### src/rtl/memory_bank_if.sv
// Request/response bus between the load/store unit (master) and a memory bank (slave).
interface memory_bank_if #(
    parameter int BYTES  = 4,
    parameter int ADDR_W = 8
);
    logic                 req_valid;
    logic                 req_ready;
    logic                 req_write;
    logic [ADDR_W-1:0]    req_addr;
    logic [BYTES-1:0]     req_wstrb;
    logic [8*BYTES-1:0]   req_wdata;
    logic                 rsp_valid;
    logic                 rsp_ready;
    logic [8*BYTES-1:0]   rsp_rdata;
    logic                 rsp_err;

    modport master (
        output req_valid, req_write, req_addr, req_wstrb, req_wdata, rsp_ready,
        input  req_ready, rsp_valid, rsp_rdata, rsp_err
    );

    modport slave (
        input  req_valid, req_write, req_addr, req_wstrb, req_wdata, rsp_ready,
        output req_ready, rsp_valid, rsp_rdata, rsp_err
    );
endinterface

### src/rtl/memory_bank.sv
// Word-addressed RAM bank with byte strobes, one-cycle valid/ready responses,
// out-of-range error reporting and a post-reset clear sweep.
module memory_bank #(
    parameter int WORDS  = 64,
    parameter int BYTES  = 4,
    parameter int ADDR_W = 8
) (
    input  logic         clk,
    input  logic         reset,
    memory_bank_if.slave bus,
    output logic         busy
);
    localparam int                DW      = 8 * BYTES;
    localparam int                IDX_W   = $clog2(WORDS);
    localparam logic [IDX_W-1:0]  LAST    = IDX_W'(WORDS - 1);
    localparam logic [31:0]       WORDS_U = WORDS;

    typedef enum logic {CLEAR, RUN} state_t;

    state_t           state;
    state_t           state_nxt;
    logic [IDX_W-1:0] clr_ptr;
    logic [DW-1:0]    mem [WORDS];
    logic             req_ready;

    logic             accept_p0;
    logic             in_range_p0;
    logic [IDX_W-1:0] idx_p0;

    logic             rsp_valid_p1;
    logic             rsp_err_p1;
    logic [DW-1:0]    rsp_rdata_p1;

    function automatic logic [DW-1:0] merge_bytes(input logic [DW-1:0]    old_w,
                                                  input logic [DW-1:0]    new_w,
                                                  input logic [BYTES-1:0] strb);
        logic [DW-1:0] r;
        r = old_w;
        for (int i = 0; i < BYTES; i++)
            if (strb[i]) r[8*i +: 8] = new_w[8*i +: 8];
        return r;
    endfunction

    always_ff @(posedge clk) begin
        if (reset) begin
            state   <= CLEAR;
            clr_ptr <= '0;
        end else begin
            state <= state_nxt;
            if (state == CLEAR && clr_ptr != LAST) clr_ptr <= clr_ptr + IDX_W'(1);
        end
    end

    always_comb begin
        state_nxt = state;
        if (state == CLEAR && clr_ptr == LAST) state_nxt = RUN;
    end

    always_comb begin
        busy      = (state == CLEAR);
        req_ready = (state == RUN) && (!rsp_valid_p1 || bus.rsp_ready);
    end

    // p0: request decode; nothing is accepted on a reset edge
    assign in_range_p0   = 32'(bus.req_addr) < WORDS_U;
    assign idx_p0        = bus.req_addr[IDX_W-1:0];
    assign accept_p0     = bus.req_valid && req_ready && !reset;
    assign bus.req_ready = req_ready;

    always_ff @(posedge clk) begin
        if (!reset && state == CLEAR)
            mem[clr_ptr] <= '0;
        else if (accept_p0 && bus.req_write && in_range_p0)
            mem[idx_p0] <= merge_bytes(mem[idx_p0], bus.req_wdata, bus.req_wstrb);
    end

    // p1: response register, held under backpressure
    always_ff @(posedge clk) begin
        if (reset) begin
            rsp_valid_p1 <= 1'b0;
            rsp_err_p1   <= 1'b0;
            rsp_rdata_p1 <= '0;
        end else if (accept_p0) begin
            rsp_valid_p1 <= 1'b1;
            rsp_err_p1   <= !in_range_p0;
            rsp_rdata_p1 <= (in_range_p0 && !bus.req_write) ? mem[idx_p0] : '0;
        end else if (bus.rsp_ready) begin
            rsp_valid_p1 <= 1'b0;
        end
    end

    assign bus.rsp_valid = rsp_valid_p1;
    assign bus.rsp_err   = rsp_err_p1;
    assign bus.rsp_rdata = rsp_rdata_p1;
endmodule

### src/flat_wrapper.sv
// flat-port wrapper written by rule: the top's interface ports become plain ports
module memory_bank_flat 
#(
    parameter int WORDS  = 64,
    parameter int BYTES  = 4,
    parameter int ADDR_W = 8
)
  (clk, reset, busy, bus_req_valid, bus_req_write, bus_req_addr, bus_req_wstrb, bus_req_wdata, bus_rsp_ready, bus_req_ready, bus_rsp_valid, bus_rsp_rdata, bus_rsp_err);
  memory_bank_if #(.BYTES(BYTES), .ADDR_W(ADDR_W)) bus_i ();
  input  logic clk;
  input  logic reset;
  output logic busy;
  input wire logic [$bits(bus_i.req_valid)-1:0] bus_req_valid;
  input wire logic [$bits(bus_i.req_write)-1:0] bus_req_write;
  input wire logic [$bits(bus_i.req_addr)-1:0] bus_req_addr;
  input wire logic [$bits(bus_i.req_wstrb)-1:0] bus_req_wstrb;
  input wire logic [$bits(bus_i.req_wdata)-1:0] bus_req_wdata;
  input wire logic [$bits(bus_i.rsp_ready)-1:0] bus_rsp_ready;
  output wire logic [$bits(bus_i.req_ready)-1:0] bus_req_ready;
  output wire logic [$bits(bus_i.rsp_valid)-1:0] bus_rsp_valid;
  output wire logic [$bits(bus_i.rsp_rdata)-1:0] bus_rsp_rdata;
  output wire logic [$bits(bus_i.rsp_err)-1:0] bus_rsp_err;
  assign bus_i.req_valid = bus_req_valid;
  assign bus_i.req_write = bus_req_write;
  assign bus_i.req_addr = bus_req_addr;
  assign bus_i.req_wstrb = bus_req_wstrb;
  assign bus_i.req_wdata = bus_req_wdata;
  assign bus_i.rsp_ready = bus_rsp_ready;
  assign bus_req_ready = bus_i.req_ready;
  assign bus_rsp_valid = bus_i.rsp_valid;
  assign bus_rsp_rdata = bus_i.rsp_rdata;
  assign bus_rsp_err = bus_i.rsp_err;
  memory_bank #(.WORDS(WORDS), .BYTES(BYTES), .ADDR_W(ADDR_W)) u_core (.clk(clk), .reset(reset), .bus(bus_i), .busy(busy));
endmodule
### config.mk
export PLATFORM = sky130hd
export DESIGN_NAME = memory_bank_flat
export DESIGN_NICKNAME = d
export VERILOG_FILES = /design/src/rtl/memory_bank_if.sv /design/src/rtl/memory_bank.sv /design/src/flat_wrapper.sv
export SDC_FILE = /design/constraint.sdc
export NUM_CORES = 2
export LEC_CHECK = 0
export ABC_AREA = 1
export BUFFER_PORTS_ARGS = -buffer_cell sky130_fd_sc_hd__buf_4
export CORE_UTILIZATION = 40
export CTS_BUF_LIST = sky130_fd_sc_hd__clkbuf_4
export CTS_CLUSTER_SIZE = 10
export DETAILED_ROUTE_END_ITERATION = 7
export SETUP_SLACK_MARGIN = 0.4
export SLEW_MARGIN = 20
export SYNTH_ARGS = -nofsm -noshare
export SYNTH_HDL_FRONTEND = slang
export SYNTH_SLANG_ARGS = --single-unit
### constraint.sdc
create_clock -name clk -period 6.98 [get_ports clk]
set_clock_uncertainty 0.2 [all_clocks]
set_input_delay 1.047 -clock clk [delete_from_list [all_inputs] [get_ports clk]]
set_output_delay 1.047 -clock clk [all_outputs]
set_load 0.005 [all_outputs]
Yosys cells after proc, flatten, opt, wreduce, memory -nomap -nowiden
Memory sizes are Yosys's and may differ from the RTL's.
Index checks and enable logic that the tools add are counted.
W data, S select, Z words.
{"block": "totals", "ff_bits": 41, "ram_bits": 2048, "out_inout_bits": 36, "memories": 1}
{"block": "op_classes", "add_sub_neg": 1, "n_lt_le_gt_ge": 1, "n_eq_ne": 2, "muxes": 23, "n_bitwise": 1, "reduce_logical": 16}
{"memory": "u_core.mem", "words": 64, "word_bits": 32, "read_ports": 1, "rd_clocked_by_memory_dff": 0, "wr": 1, "line_no": "memory_bank.sv:23", "text": "logic [DW-1:0] mem [WORDS];"}
{"op": "$mux W8", "count": 12}
{"op": "$mux W32", "count": 2}
{"op": "$reduce_or A32 Y1", "count": 1}
{"op": "$logic_and A1 B1 Y1", "count": 9}
{"op": "$lt A8 B7 Y1 const B", "count": 1}
{"op": "$mux W1", "count": 8}
{"op": "$add A6 B1 Y6 const B", "count": 1}
{"op": "$eq A6 B6 Y1 const B", "count": 1}
{"op": "$mux W6", "count": 1}
{"op": "$ne A6 B6 Y1 const B", "count": 1}
{"op": "$logic_not A1 Y1", "count": 4}
{"op": "$reduce_bool A2 Y1", "count": 1}
{"op": "$logic_or A1 B1 Y1", "count": 1}
{"op": "$not A1 Y1", "count": 1}

Depth between registers and ports, before layout
{"block": "depth", "ltp_word": 12, "ltp_mapped": 14, "depth_no_buf": 13}

Least setup slack after synthesis
OpenSTA, ideal clock, no wires.
{"block": "synth_timing", "path_kind": "in2reg", "startpoint": "input port bus_req_addr[0]", "endpoint": "memory u_core.mem[0][0] (netlist name) (data pin)", "t_arrival_ns": 4.002, "required_time_ns": 6.231, "path_slack_ns": 2.229, "stages": 12, "cell_sequence": "buf_4 -> buf_4 -> buf_2 -> clkbuf_1 -> nand2_1 -> nand3_1 -> nand3_1 -> nand3_1 -> nand3_1 -> nand3_1 -> nand2_1 -> a21oi_1"}
{"block": "synth_via", "elab_chain_len": 7, "elab_cells_between_ends": 11}
{"item": "from (decl)", "line_no": "flat_wrapper.sv:15", "text": "input wire logic [$bits(bus_i.req_addr)-1:0] bus_req_addr;"}
{"item": "$lt A8 B7 Y1", "line_no": "memory_bank.sv:65", "text": "assign in_range_p0 = 32'(bus.req_addr) < WORDS_U;"}
{"item": "$logic_and A1 B1 Y1", "line_no": "memory_bank.sv:73", "text": "else if (accept_p0 && bus.req_write && in_range_p0)"}
{"item": "$mux W1", "line_no": "memory_bank.sv:73"}
{"item": "$mux W1", "line_no": "memory_bank.sv:71", "text": "if (!reset && state == CLEAR)"}
{"item": "$mux W1 (implied by the code)", "line_no": "memory_bank.sv:74", "text": "mem[idx_p0] <= merge_bytes(mem[idx_p0], bus.req_wdata, bus.req_wstrb);"}
{"item": "$reduce_or A32 Y1 (no source line)"}
{"item": "$mux W32 (no source line) (*)"}
{"item": "to (decl)", "line_no": "memory_bank.sv:23"}
Every way passes the cells marked *; elsewhere a longest branch is shown, timed or not. The select of a mux whose other input is x is not followed.

Worst setup path in the final report
{"block": "layout_timing", "startpoint": "input port bus_req_addr[0]", "endpoint": "memory u_core.mem[26][27] (netlist name) (data pin)"}
Same word-level chain as after synthesis.

==> impl_metrics.py <==
metrics = {
    "run_status": {
        "status": "completed",
    },
    "global_routing": {
        "grt_pass1_wl_mm": 370,
        "grt_pass1_vias": 55000,
        "grt_antenna_before_repair": 13,
        "met2_usage_pct": 37.0,
        "largest_net_degree_at_the_start_of_global_routing": 127,
        "grt_util_met3_pct": 4.95,
        "globalRouteMet1Util_pct": 32.0,
        "grtUsageTotal_pct": 23.9,
        "globalRoute.busiestLayer": "met2",
        "grt-ovfl-total": 0,
    },
    "final_layout": {
        "commonest_non_fill_non_tap_cells_in_the_layout": "nand2_1 (2,129), edfxtp_1 (2,048), nand3_1 (2,028), clkbuf_4 (789), buf_4 (236)",
        "multiInputGateArea_mm2": 0.0202,
        "mostFrequentLayoutCell": "nand2_1",
        "register_area_mm2": 0.0623,
        "fill_cells": 18800,
        "area_growth_pct": 14.5,
        "num-nets-final": 7398,
        "drive_gt1_share_pct": 16.3,
        "final_cell_count_no_fill": 10500,
    },
    "clock_network": {
        "tritoncts_clock_tree": "built",
        "tritoncts_num_sinks": 2089,
        "cts_clk_pin_slew_worst_paths_ns": 0.06,
        "clkLatencyLatePin_ns": 1.39,
        "max-clock-path-buffers": 4,
        "clock-root-buffer": "clkbuf_4",
        "h_tree_level_count": 6,
        "numCtsBuffers": 556,
    },
    "floorplan": {
        "cell_row_count": 167,
        "placeable_area_mm2": 0.207,
        "die_area_mm2": 0.211,
        "floorplan.io_pins": 85,
        "die_x_um": 459,
        "initial_cell_density_of_the_core_pct": 40.3,
        "chipHeight_um": 459,
    },
    "critical_path": {
        "timing.critical_path.required_ns": 7.88,
        "crit_path_end_kind": "register",
        "timing.critical_path.fanout_max": 77,
        "crit_arrival_ns": 5.16,
        "crit-reg2reg-launch": "u_core.state$_SDFFE_PP0P_",
        "critical_path_class": "in -> reg",
        "critical_path.startpoint": "bus_req_addr[0]",
        "crit_path_start_kind": "primary input",
    },
    "yosys": {
        "post_synth_main_area_contributors": "edfxtp_1 (73%), nand3_1 (12%), nand2_1 (9.6%)",
        "yosys_warnings": 0,
        "synth.top_cell.area_share_pct": 73.5,
        "synth_top_cell_by_area": "edfxtp_1",
        "synth.ff_latch_count": 2089,
        "post_synth_cell_types": 31,
        "postSynthAreaPerCell_um2": 12.0,
        "ys_seq_area_share_pct": 74.5,
        "postSynthCellCount": 6947,
        "synth.net_count": 6997,
        "post_synth_instance_area_mm2": 0.0837,
    },
    "power_and_ir_drop": {
        "total_leakage_power_nw": 36.0,
        "power_mw": 25.2,
        "vdd.ir_drop.worst_mv": 0.203,
        "net_switching_share_of_the_total_power_pct": 23.3,
        "seq_power_share_pct": 54.0,
        "pwr_density_cell_mw_per_mm2": 263,
        "total_switching_power_mw": 5.87,
        "combPwrFrac_pct": 5.1,
        "power.internal_mw": 19.3,
        "power.clock.fraction_pct": 40.9,
    },
    "place": {
        "detailedPlacementHpwl_mm": 145,
        "place.port_buffers": 84,
        "finalWeightedCongestion": 0.907,
        "dpl.cell_count": 9571,
    },
    "timing": {
        "setup-tns-final_ns": 0,
        "maxSlewViolCount": 0,
        "max-slew-margin-rel_pct": 26.3,
        "max_freq_ghz": 0.235,
        "final_hold_viol_count": 0,
        "post_route_fraction_of_the_period_consumed_by_the_critical_path_pct": 61.0,
        "tightest_slew_ns": 1.10,
        "unrepaired_setup_endpoints_after_global_routing": "no",
        "layout_min_cycle_time_ns": 4.26,
        "setup_viol_count_final": 0,
    },
    "detailed_routing": {
        "drt_first_pass_iters": 6,
        "route.antenna.remaining_nets": 0,
        "routed_wirelength_mm": 257,
        "drcViolationCount": 0,
        "vias": 58000,
        "drt-vias-per-instance": 5.55,
        "avgRoutedWirePerCell_um": 24.6,
        "drtIter0Drc": 7014,
    },
    "worst_hold_path": {
        "hold_class": "in -> reg",
        "holdCritStartpoint": "bus_req_wdata[21]",
    },
    "run": {
        "drv.max_cap_violation_count": 0,
    },
}
## worst max-delay path, stage by stage
cell     delay, ns
buf_8         0.18
inv_8         0.45
buf_12        0.36
buf_12        0.26
buf_12        0.33
nand2_1       0.10
nand3_1       0.09
nand3_1       0.08
nand3_1       0.12
nand3_1       0.19
nand3_1       0.21
nand2_1       0.11
a21oi_4       0.78
buf_4         0.42
## metrics by stage
step	worst slack [ns]	util (%)	area [um2]	hold slack, ns
floorplan	2.23	-	83700	0.259
global placement	1.66	42.7	88700	0.260
detailed placement	1.57	43.0	89200	0.262
CTS	2.89	46.1	95700	0.0683
global route	2.69	46.2	95800	0.128
finish	2.72	46.2	95800	0.198
## timing repair
item,4_1_cts,5_1_grt
buffers inserted,0,0
hold buffers,5,0
hold endpoints to repair,32,0
resized for setup,0,0
## state kept, by name (all words and copies together) (netlist names)
register and cells:
u_core.bus.rsp_err 1, u_core.bus.rsp_rdata 32, u_core.bus.rsp_valid 1, u_core.clr_ptr 6
u_core.mem 2048, u_core.state 1
## final timing paths
kind / endpoint / slack, ns / cells past startpoint
max reg2reg: u_core.mem[19][0]$_DFFE_PP_ / 2.85 / 11
max: u_core.mem[26][27]$_DFFE_PP_ / 2.72 / 14
min: u_core.mem[26][21]$_DFFE_PP_ / 0.20 / 3
min reg2reg: u_core.bus.rsp_rdata[17]$_SDFFE_PP0P_ / 0.28 / 2
## Yosys cell counts
master,number
o21ai_1,1
buf_2,130
ha_1,1
nor2_1,73
buf_4,2
nor2_4,2
inv_4,2
or2_2,1
edfxtp_1,2048
buf_1,80
nand2_4,2
nor3_2,1
nand2_1,2129
o21a_1,1
inv_2,5
o21ai_2,3
inv_1,22
nand3_4,1
clkinv_1,1
a21oi_1,68
nor2_2,1
dfxtp_1,41
clkinv_2,1
nor3_1,2
nor3b_1,1
nand4_4,8
buf_6,1
nand3_1,2028
o21ai_4,3
clkbuf_1,249
o21ai_0,39
## cell families after synthesis
group	Yosys count	share of synthesized area (%)
AND/OR/NAND/NOR	4249	22.3
flip-flops	2089	74.5
buffers and inverters	493	2.43
AO/OA/AOI/OAI	115	0.745
adder cells (fa/ha/maj)	1	0.0150
## metal layers
layer,wire length (um),share of wire (%)
met2,119000,46
met1,102000,40
met3,24100,9.4
met4,11900,4.6
met5,0,0
## cell type report
type,count,share of cell area (%)
multi-input cells,4365,21.1
flip-flops and latches,2089,65.1
clock inverters,87,0.541
repair buffers,305,3.34
clock buffers,789,6.18
diodes,8,0.0209
inverters,31,0.157
well taps,2788,3.64
## power groups by stage
stage / sequential [mW] / clock [mW] / combinational, mW
3_5_place_dp: 13.9 / 0 / 1.25
2_1_floorplan: 13.9 / 0 / 0.714
5_1_grt: 13.6 / 11.1 / 1.34
4_1_cts: 13.6 / 10.4 / 1.25
6_report: 13.6 / 10.3 / 1.28
3_3_place_gp: 13.9 / 0 / 1.23
No activity file was read; power rests on OpenSTA's default activity.
